### config.mk
export PLATFORM = sky130hd
export DESIGN_NAME = store_write_buffer
export DESIGN_NICKNAME = d
export VERILOG_FILES = /design/src/rtl/store_write_buffer_pkg.sv /design/src/rtl/store_write_buffer_sync_fifo.sv /design/src/rtl/store_write_buffer.sv
export SDC_FILE = /design/constraint.sdc
export NUM_CORES = 1
export LEC_CHECK = 0
export BUFFER_PORTS_ARGS = -buffer_cell sky130_fd_sc_hd__buf_2
export CORE_ASPECT_RATIO = 0.5
export CORE_MARGIN = 1.5
export CORE_UTILIZATION = 60
export CTS_CLUSTER_DIAMETER = 40
export DETAILED_ROUTE_END_ITERATION = 6
export GPL_TIMING_DRIVEN = 0
export PLACE_DENSITY = 0.8
export SLEW_MARGIN = 20
export SYNTH_ARGS = -nofsm -noshare
export SYNTH_HDL_FRONTEND = slang
export SYNTH_HIERARCHICAL = 1
export SYNTH_SLANG_ARGS = --single-unit
### constraint.sdc
create_clock -name clk -period 7.8 [get_ports clk]
set_input_delay 0.39 -clock clk [delete_from_list [all_inputs] [get_ports clk]]
set_output_delay 0.39 -clock clk [all_outputs]
set_load 0.05 [all_outputs]
### src/rtl/store_write_buffer_pkg.sv
// Shared size encodings and lane helpers for the store write buffer.
// Helpers work on a 64-bit lane; narrower datapaths take the low bits.
package store_write_buffer_pkg;

    localparam logic [1:0] SIZE_B = 2'd0;
    localparam logic [1:0] SIZE_H = 2'd1;
    localparam logic [1:0] SIZE_W = 2'd2;
    localparam logic [1:0] SIZE_D = 2'd3;

    // Byte strobes for a store of the given size at lane offset off.
    function automatic logic [7:0] size_to_strb(input logic [1:0] size, input logic [2:0] off);
        logic [7:0] base;
        case (size)
            SIZE_B:  base = 8'h01;
            SIZE_H:  base = 8'h03;
            SIZE_W:  base = 8'h0F;
            default: base = 8'hFF;
        endcase
        return base << off;
    endfunction

    // Right-aligned store data replicated across every lane position.
    function automatic logic [63:0] replicate(input logic [63:0] data, input logic [1:0] size);
        logic [63:0] rep;
        case (size)
            SIZE_B:  rep = {8{data[7:0]}};
            SIZE_H:  rep = {4{data[15:0]}};
            SIZE_W:  rep = {2{data[31:0]}};
            default: rep = data;
        endcase
        return rep;
    endfunction

    // Natural alignment check; dword only exists on a 64-bit datapath.
    function automatic logic is_legal(input logic [1:0] size, input logic [2:0] off,
                                      input logic dword_ok);
        logic ok;
        case (size)
            SIZE_B:  ok = 1'b1;
            SIZE_H:  ok = (off[0] == 1'b0);
            SIZE_W:  ok = (off[1:0] == 2'b00);
            default: ok = dword_ok && (off == 3'b000);
        endcase
        return ok;
    endfunction

endpackage

### src/rtl/store_write_buffer_sync_fifo.sv
// In-order FIFO with per-entry valid bits and a tap on the top TAP_W bits of each entry.
module store_write_buffer_sync_fifo #(
    parameter int unsigned WIDTH = 72,
    parameter int unsigned DEPTH = 4,
    parameter int unsigned TAP_W = 32
) (
    input  logic                              clk,
    input  logic                              resetn,
    input  logic                              push,
    input  logic                              pop,
    input  logic [WIDTH-1:0]                  wdata,
    output logic [WIDTH-1:0]                  rdata,
    output logic                              full,
    output logic                              empty,
    output logic [$clog2(DEPTH):0]            count,
    output logic [DEPTH-1:0]                  entry_valid,
    output logic [DEPTH-1:0][TAP_W-1:0]       entry_tap
);

    localparam int unsigned PTR_W = $clog2(DEPTH);
    localparam int unsigned CNT_W = PTR_W + 1;

    logic [WIDTH-1:0] mem [DEPTH];
    logic [PTR_W-1:0] wr_ptr;
    logic [PTR_W-1:0] rd_ptr;
    logic [CNT_W-1:0] cnt;
    logic [DEPTH-1:0] valid;
    logic             do_push;
    logic             do_pop;

    assign full    = (cnt == CNT_W'(DEPTH));
    assign empty   = (cnt == '0);
    assign do_push = push && !full;
    assign do_pop  = pop && !empty;

    // Pointers wrap naturally because DEPTH is a power of two.
    always_ff @(posedge clk or negedge resetn) begin
        if (!resetn) begin
            wr_ptr <= '0;
            rd_ptr <= '0;
            cnt    <= '0;
            valid  <= '0;
        end else begin
            if (do_pop) begin
                rd_ptr        <= rd_ptr + PTR_W'(1);
                valid[rd_ptr] <= 1'b0;
            end
            if (do_push) begin
                wr_ptr        <= wr_ptr + PTR_W'(1);
                valid[wr_ptr] <= 1'b1;
            end
            case ({do_push, do_pop})
                2'b10:   cnt <= cnt + CNT_W'(1);
                2'b01:   cnt <= cnt - CNT_W'(1);
                default: cnt <= cnt;
            endcase
        end
    end

    // Payload storage needs no reset; the valid bits qualify it.
    always_ff @(posedge clk) begin
        if (do_push) begin
            mem[wr_ptr] <= wdata;
        end
    end

    assign rdata       = mem[rd_ptr];
    assign count       = cnt;
    assign entry_valid = valid;

    for (genvar i = 0; i < DEPTH; i++) begin : g_tap
        assign entry_tap[i] = mem[i][WIDTH-1 -: TAP_W];
    end

endmodule

### src/rtl/store_write_buffer.sv
// EX-stage store formatting (strobes, lane replication, alignment check) feeding an
// in-order write buffer that drains to data memory and flags load/store word hazards.
module store_write_buffer
    import store_write_buffer_pkg::*;
#(
    parameter int unsigned DATA_W = 32,
    parameter int unsigned ADDR_W = 32,
    parameter int unsigned DEPTH  = 4
) (
    input  logic                      clk,
    input  logic                      resetn,
    input  logic                      req_valid,
    output logic                      req_ready,
    input  logic [1:0]                req_size,
    input  logic [ADDR_W-1:0]         req_addr,
    input  logic [DATA_W-1:0]         req_data,
    output logic                      err_ades,
    output logic [ADDR_W-1:0]         err_badvaddr,
    output logic                      mem_valid,
    input  logic                      mem_ready,
    output logic [ADDR_W-1:0]         mem_addr,
    output logic [DATA_W/8-1:0]       mem_strb,
    output logic [DATA_W-1:0]         mem_wdata,
    input  logic [ADDR_W-1:0]         ld_addr,
    output logic                      ld_hit,
    output logic                      empty,
    output logic [$clog2(DEPTH):0]    count
);

    localparam int unsigned STRB_W = DATA_W / 8;
    localparam int unsigned OFF_W  = $clog2(STRB_W);
    localparam int unsigned ENT_W  = ADDR_W + STRB_W + DATA_W;

    logic [2:0]                   off;
    logic                         legal;
    logic                         accept;
    logic                         push;
    logic                         pop;
    logic                         full;
    logic [ADDR_W-1:0]            ent_addr;
    logic [STRB_W-1:0]            ent_strb;
    logic [DATA_W-1:0]            ent_data;
    logic [ENT_W-1:0]             head;
    logic [ADDR_W-1:0]            ld_word;
    logic [DEPTH-1:0]             entry_valid;
    logic [DEPTH-1:0][ADDR_W-1:0] entry_tap;

    assign off      = 3'(req_addr[OFF_W-1:0]);
    assign legal    = is_legal(req_size, off, DATA_W == 64);
    assign req_ready = !full;
    assign accept   = req_valid && req_ready;
    assign push     = accept && legal;
    assign pop      = mem_valid && mem_ready;

    assign ent_addr = {req_addr[ADDR_W-1:OFF_W], OFF_W'(0)};
    assign ent_strb = STRB_W'(size_to_strb(req_size, off));
    assign ent_data = DATA_W'(replicate(64'(req_data), req_size));

    store_write_buffer_sync_fifo #(
        .WIDTH (ENT_W),
        .DEPTH (DEPTH),
        .TAP_W (ADDR_W)
    ) u_fifo (
        .clk         (clk),
        .resetn      (resetn),
        .push        (push),
        .pop         (pop),
        .wdata       ({ent_addr, ent_strb, ent_data}),
        .rdata       (head),
        .full        (full),
        .empty       (empty),
        .count       (count),
        .entry_valid (entry_valid),
        .entry_tap   (entry_tap)
    );

    assign mem_valid = !empty;
    assign {mem_addr, mem_strb, mem_wdata} = head;

    // Rejected stores still complete their handshake; report them one cycle later.
    always_ff @(posedge clk or negedge resetn) begin
        if (!resetn) begin
            err_ades     <= 1'b0;
            err_badvaddr <= '0;
        end else begin
            err_ades <= accept && !legal;
            if (accept && !legal) begin
                err_badvaddr <= req_addr;
            end
        end
    end

    // Conservative hazard: any pending store to the same aligned word, strobes ignored.
    assign ld_word = {ld_addr[ADDR_W-1:OFF_W], OFF_W'(0)};

    always_comb begin
        ld_hit = 1'b0;
        for (int i = 0; i < DEPTH; i++) begin
            if (entry_valid[i] && (entry_tap[i] == ld_word)) begin
                ld_hit = 1'b1;
            end
        end
    end

endmodule
==> results.yml <==
run_status:
  status: "completed"
power_and_ir_drop:
  switchingPower_mw: 2.58
  p_int_mw: 3.85
  p_seq_frac: 0.344
  power_frac_comb: 0.419
  switching_share: 0.401
  p_leak_nw: 6.46
  pwr_density_cell_nw_per_um2: 375
  p_clk_frac: 0.238
  vdd_drop_max_mv: 0.253
floorplanning:
  die_x_um: 223
  fp.dieH_um: 113
  start_util: 0.609
  rows: 40
  ios: 210
  core_area_um2: 23900
  fp.dieArea_um2: 25200
grt:
  grt_pass1_vias: 8341
  antenna_found_initial: 3
  gr-total-overflow: 0
  grt_max_degree: 37
  grt_pass1_wl_um: 50200
  track_usage: 0.272
synthesis:
  yosys.area_share.simple: 0.0313
  synthXorXnorAreaFrac: 0.0753
  synth_fa_ha_area_frac: 0.00912
  synth_compound_area_frac: 0.00714
  syn_inst: 844
  mappedNetlistArea_um2: 14500
  muxShareOfSynthArea: 0.157
  yosysWarnings: 6
  avgSynthCellArea_um2: 17.2
  synth_top_family_by_area: "multiplexers"
  ys_seq_elements: 316
  synth_cell_type_count: 33
  yosysSeqAreaShare: 0.637
clock_tree:
  cts_resized: 0
  htree_levels: 1
  numCtsBuffers: 31
  cts_setup_buffers: 0
  cts-root-buf: "clkbuf_16"
  cts_tree: "done"
  clock_sinks: 316
  clock_latency_ns: 0.57
  clockBufferDepth: 3
  clk_transition_reported_paths_ns: 0.06
sta:
  finalSetupViolCount: 0
  min_period_over_period: 0.396
  slew_violations: 0
  fin_worst_skew_ns: 0.0142
  hold_viol: 0
  finalSetupTns_ns: 0
  timing.fmax_ghz: 0.324
  min_period_ns: 3.09
  grt_setup_unrepaired: "false"
  maxSlewHeadroom: 0.471
  worstMarginPinSlew_ns: 0.794
route:
  drcViolationCount: 0
  vias: 8002
  drtAntennaViolNets: 0
  routed.top_layer: "met5"
  dr_wl_met3_um: 2590
  wl_met1_um: 13400
  wl_met2_um: 16700
  dr.pass1.iters: 5
  wl_um: 33400
  viasPerCell: 5.58
  initialDrtViolationCount: 717
  wl_per_cell_um: 23.3
final_layout:
  regArea_um2: 9270
  drive_gt1_frac: 0.468
  final_util: 0.718
  fill_cells: 1531
  final_nets: 1204
  syn2layout_area_growth_pct: 17.8
  finalNonFillerCells: 1434
  multi_input_area_um2: 4110
placement:
  hpwlAfterDp_um: 23100
  place_inst: 1373
  port_buffers: 202
  routabilityCongestion: 0.914
worst_setup_path:
  crit_buf_inv: 2
  critPathLaunchType: "flop"
  crit_top_cell: "nand4_1"
  worst_ep_arrival_time_ns: 2.70
  rrSetupSlack_ns: 5.26
  cp_cell_sequence: "buf_4 -> xnor2_1 -> nand4_1 -> nor4_1 -> nand4_1 -> nand4_1 -> buf_2"
  required_ns: 7.41
  cp_slowest_cell: "nor4_1"
  cp_slowest_stage_delay_ns: 0.50
  crit_type: "reg -> out"
  path_max_fanout: 2
  crit_path_end_kind: "output pin"
  crit_family: "simple AND/OR/NAND/NOR gates"
job:
  maxCapViolCount: 0
worst_hold_path:
  hp-class: "in -> reg"
placed cells by master (no fill, tap or decap), types with 9 or more instances in the layout:
cell type and instances:
mux4_2 68, xnor2_1 83, edfxtp_1 272, o21ai_0 11, mux2_4 29, buf_4 134
mux2i_1 9, clkbuf_16 31, nor4_1 16, inv_1 10, buf_2 207, dfrtp_1 44
nand2_1 15, nor2_1 9, mux2_2 20, nand4_1 21, clkbuf_1 18, ha_1 9
xor2_1 42
stage by stage:
stage | cell area [µm²] | power (mW) | hold slack (ns) | worst slack, ns
2_1_floorplan | 14600 | 4.26 | 0.0944 | 3.92
3_3_place_gp | 16000 | 4.90 | 0.488 | 2.78
3_5_place_dp | 16100 | 4.94 | 0.401 | 4.92
4_1_cts | 17100 | 6.47 | 0.0336 | 4.75
5_1_grt | 17100 | 6.66 | 0.0405 | 4.62
6_report | 17100 | 6.42 | 0.0521 | 4.71
cell usage after synthesis:
| cell type | instances | area, µm² |
|---|---|---|
| nor2_1 | 9 | 33.8 |
| conb_1 | 1 | 3.75 |
| nor2_2 | 1 | 6.26 |
| ha_1 | 9 | 113 |
| xor2_1 | 42 | 368 |
| mux2_2 | 20 | 225 |
| mux2_4 | 29 | 435 |
| o21ai_0 | 11 | 55.1 |
| xnor2_1 | 83 | 727 |
| buf_2 | 5 | 25.0 |
| nor3b_2 | 1 | 12.5 |
| nand3_1 | 8 | 40.0 |
| mux4_2 | 68 | 1530 |
| nand2_1 | 15 | 56.3 |
| nor3_1 | 3 | 15.0 |
| a21oi_1 | 1 | 5.00 |
| and2_1 | 4 | 25.0 |
| edfxtp_1 | 272 | 8170 |
| mux2i_1 | 9 | 90.1 |
| a22o_1 | 4 | 35.0 |
| inv_1 | 10 | 37.5 |
| fa_1 | 1 | 20.0 |
| nand2b_1 | 1 | 6.26 |
| clkbuf_1 | 12 | 45.0 |
| dfrtp_1 | 44 | 1100 |
| nor3_4 | 1 | 16.3 |
| nor4_1 | 16 | 100 |
| nor2b_1 | 2 | 12.5 |
| o31a_1 | 1 | 8.76 |
| buf_4 | 134 | 1010 |
| buf_6 | 4 | 45.0 |
| nand4_1 | 21 | 131 |
| buf_12 | 2 | 40.0 |
cell families after synthesis:
kind of cell,after synthesis
buffers and inverters,167
other,1
XOR/XNOR,125
multiplexers,126
adder cells (fa/ha/maj),10
flip-flops,316
AO/OA/AOI/OAI,17
AND/OR/NAND/NOR,82
power by group through the flow:
stage               combinational, mW  sequential, mW  clock (mW)
floorplan                        1.77            2.49           0
global placement                 2.66            2.24           0
detailed placement               2.70            2.24           0
CTS                              2.71            2.21        1.55
global route                     2.81            2.23        1.62
finish                           2.69            2.21        1.53
registers in the layout (all words and copies together) (netlist names):
register and count:
err_ades 1, err_badvaddr 32, u_fifo/count 3, u_fifo/entry_valid 4
u_fifo/mem 272, u_fifo/rd_ptr 2, u_fifo/wr_ptr 2
layer usage:
layer,vias up,global-route usage
li1,3547,-
met1,4094,0.370
met2,303,0.455
met3,56,0.0654
met4,2,0.0562
met5,-,0
worst paths after layout:
path	start	to	depth (start not counted)
min reg2reg	err_badvaddr[8]	err_badvaddr[8]	1
max in group asynchronous	resetn	err_badvaddr[6]	3
max	u_fifo/mem[2][51]	ld_hit	7
max reg2reg	u_fifo/count[2]	u_fifo/mem[2][20]	8
min in group asynchronous	resetn	err_badvaddr[15]	2
min	req_addr[22]	u_fifo/mem[1][58]	1
timing repair:
| item | CTS | global route |
|---|---|---|
| hold buffers | 1 | 0 |
| hold endpoints to repair | 18 | 0 |
| endpoints found under the setup margin | 0 | 0 |
worst register-to-register path, stage by stage, from the launching register on:
cell     delay [ns]
dfrtp_1        0.43
nor3b_2        0.19
inv_1          0.07
nand2_1        0.10
nor2_1         0.09
nor2b_1        0.17
buf_2          0.24
and2_4         0.57
buf_12         0.32
area by class of cell:
| type | count | share of cell area |
|---|---|---|
| Buffer | 157 | 0.0678 |
| Clock inverter | 19 | 0.0123 |
| Inverter | 10 | 0.00219 |
| Timing Repair Buffer | 208 | 0.0654 |
| Sequential cell | 316 | 0.541 |
| Multi-Input combinational cell | 368 | 0.240 |
| Antenna cell | 2 | 0.000292 |
| Tap cell | 315 | 0.0230 |
| Clock buffer | 39 | 0.0482 |
(Power assumes the default switching activity.)
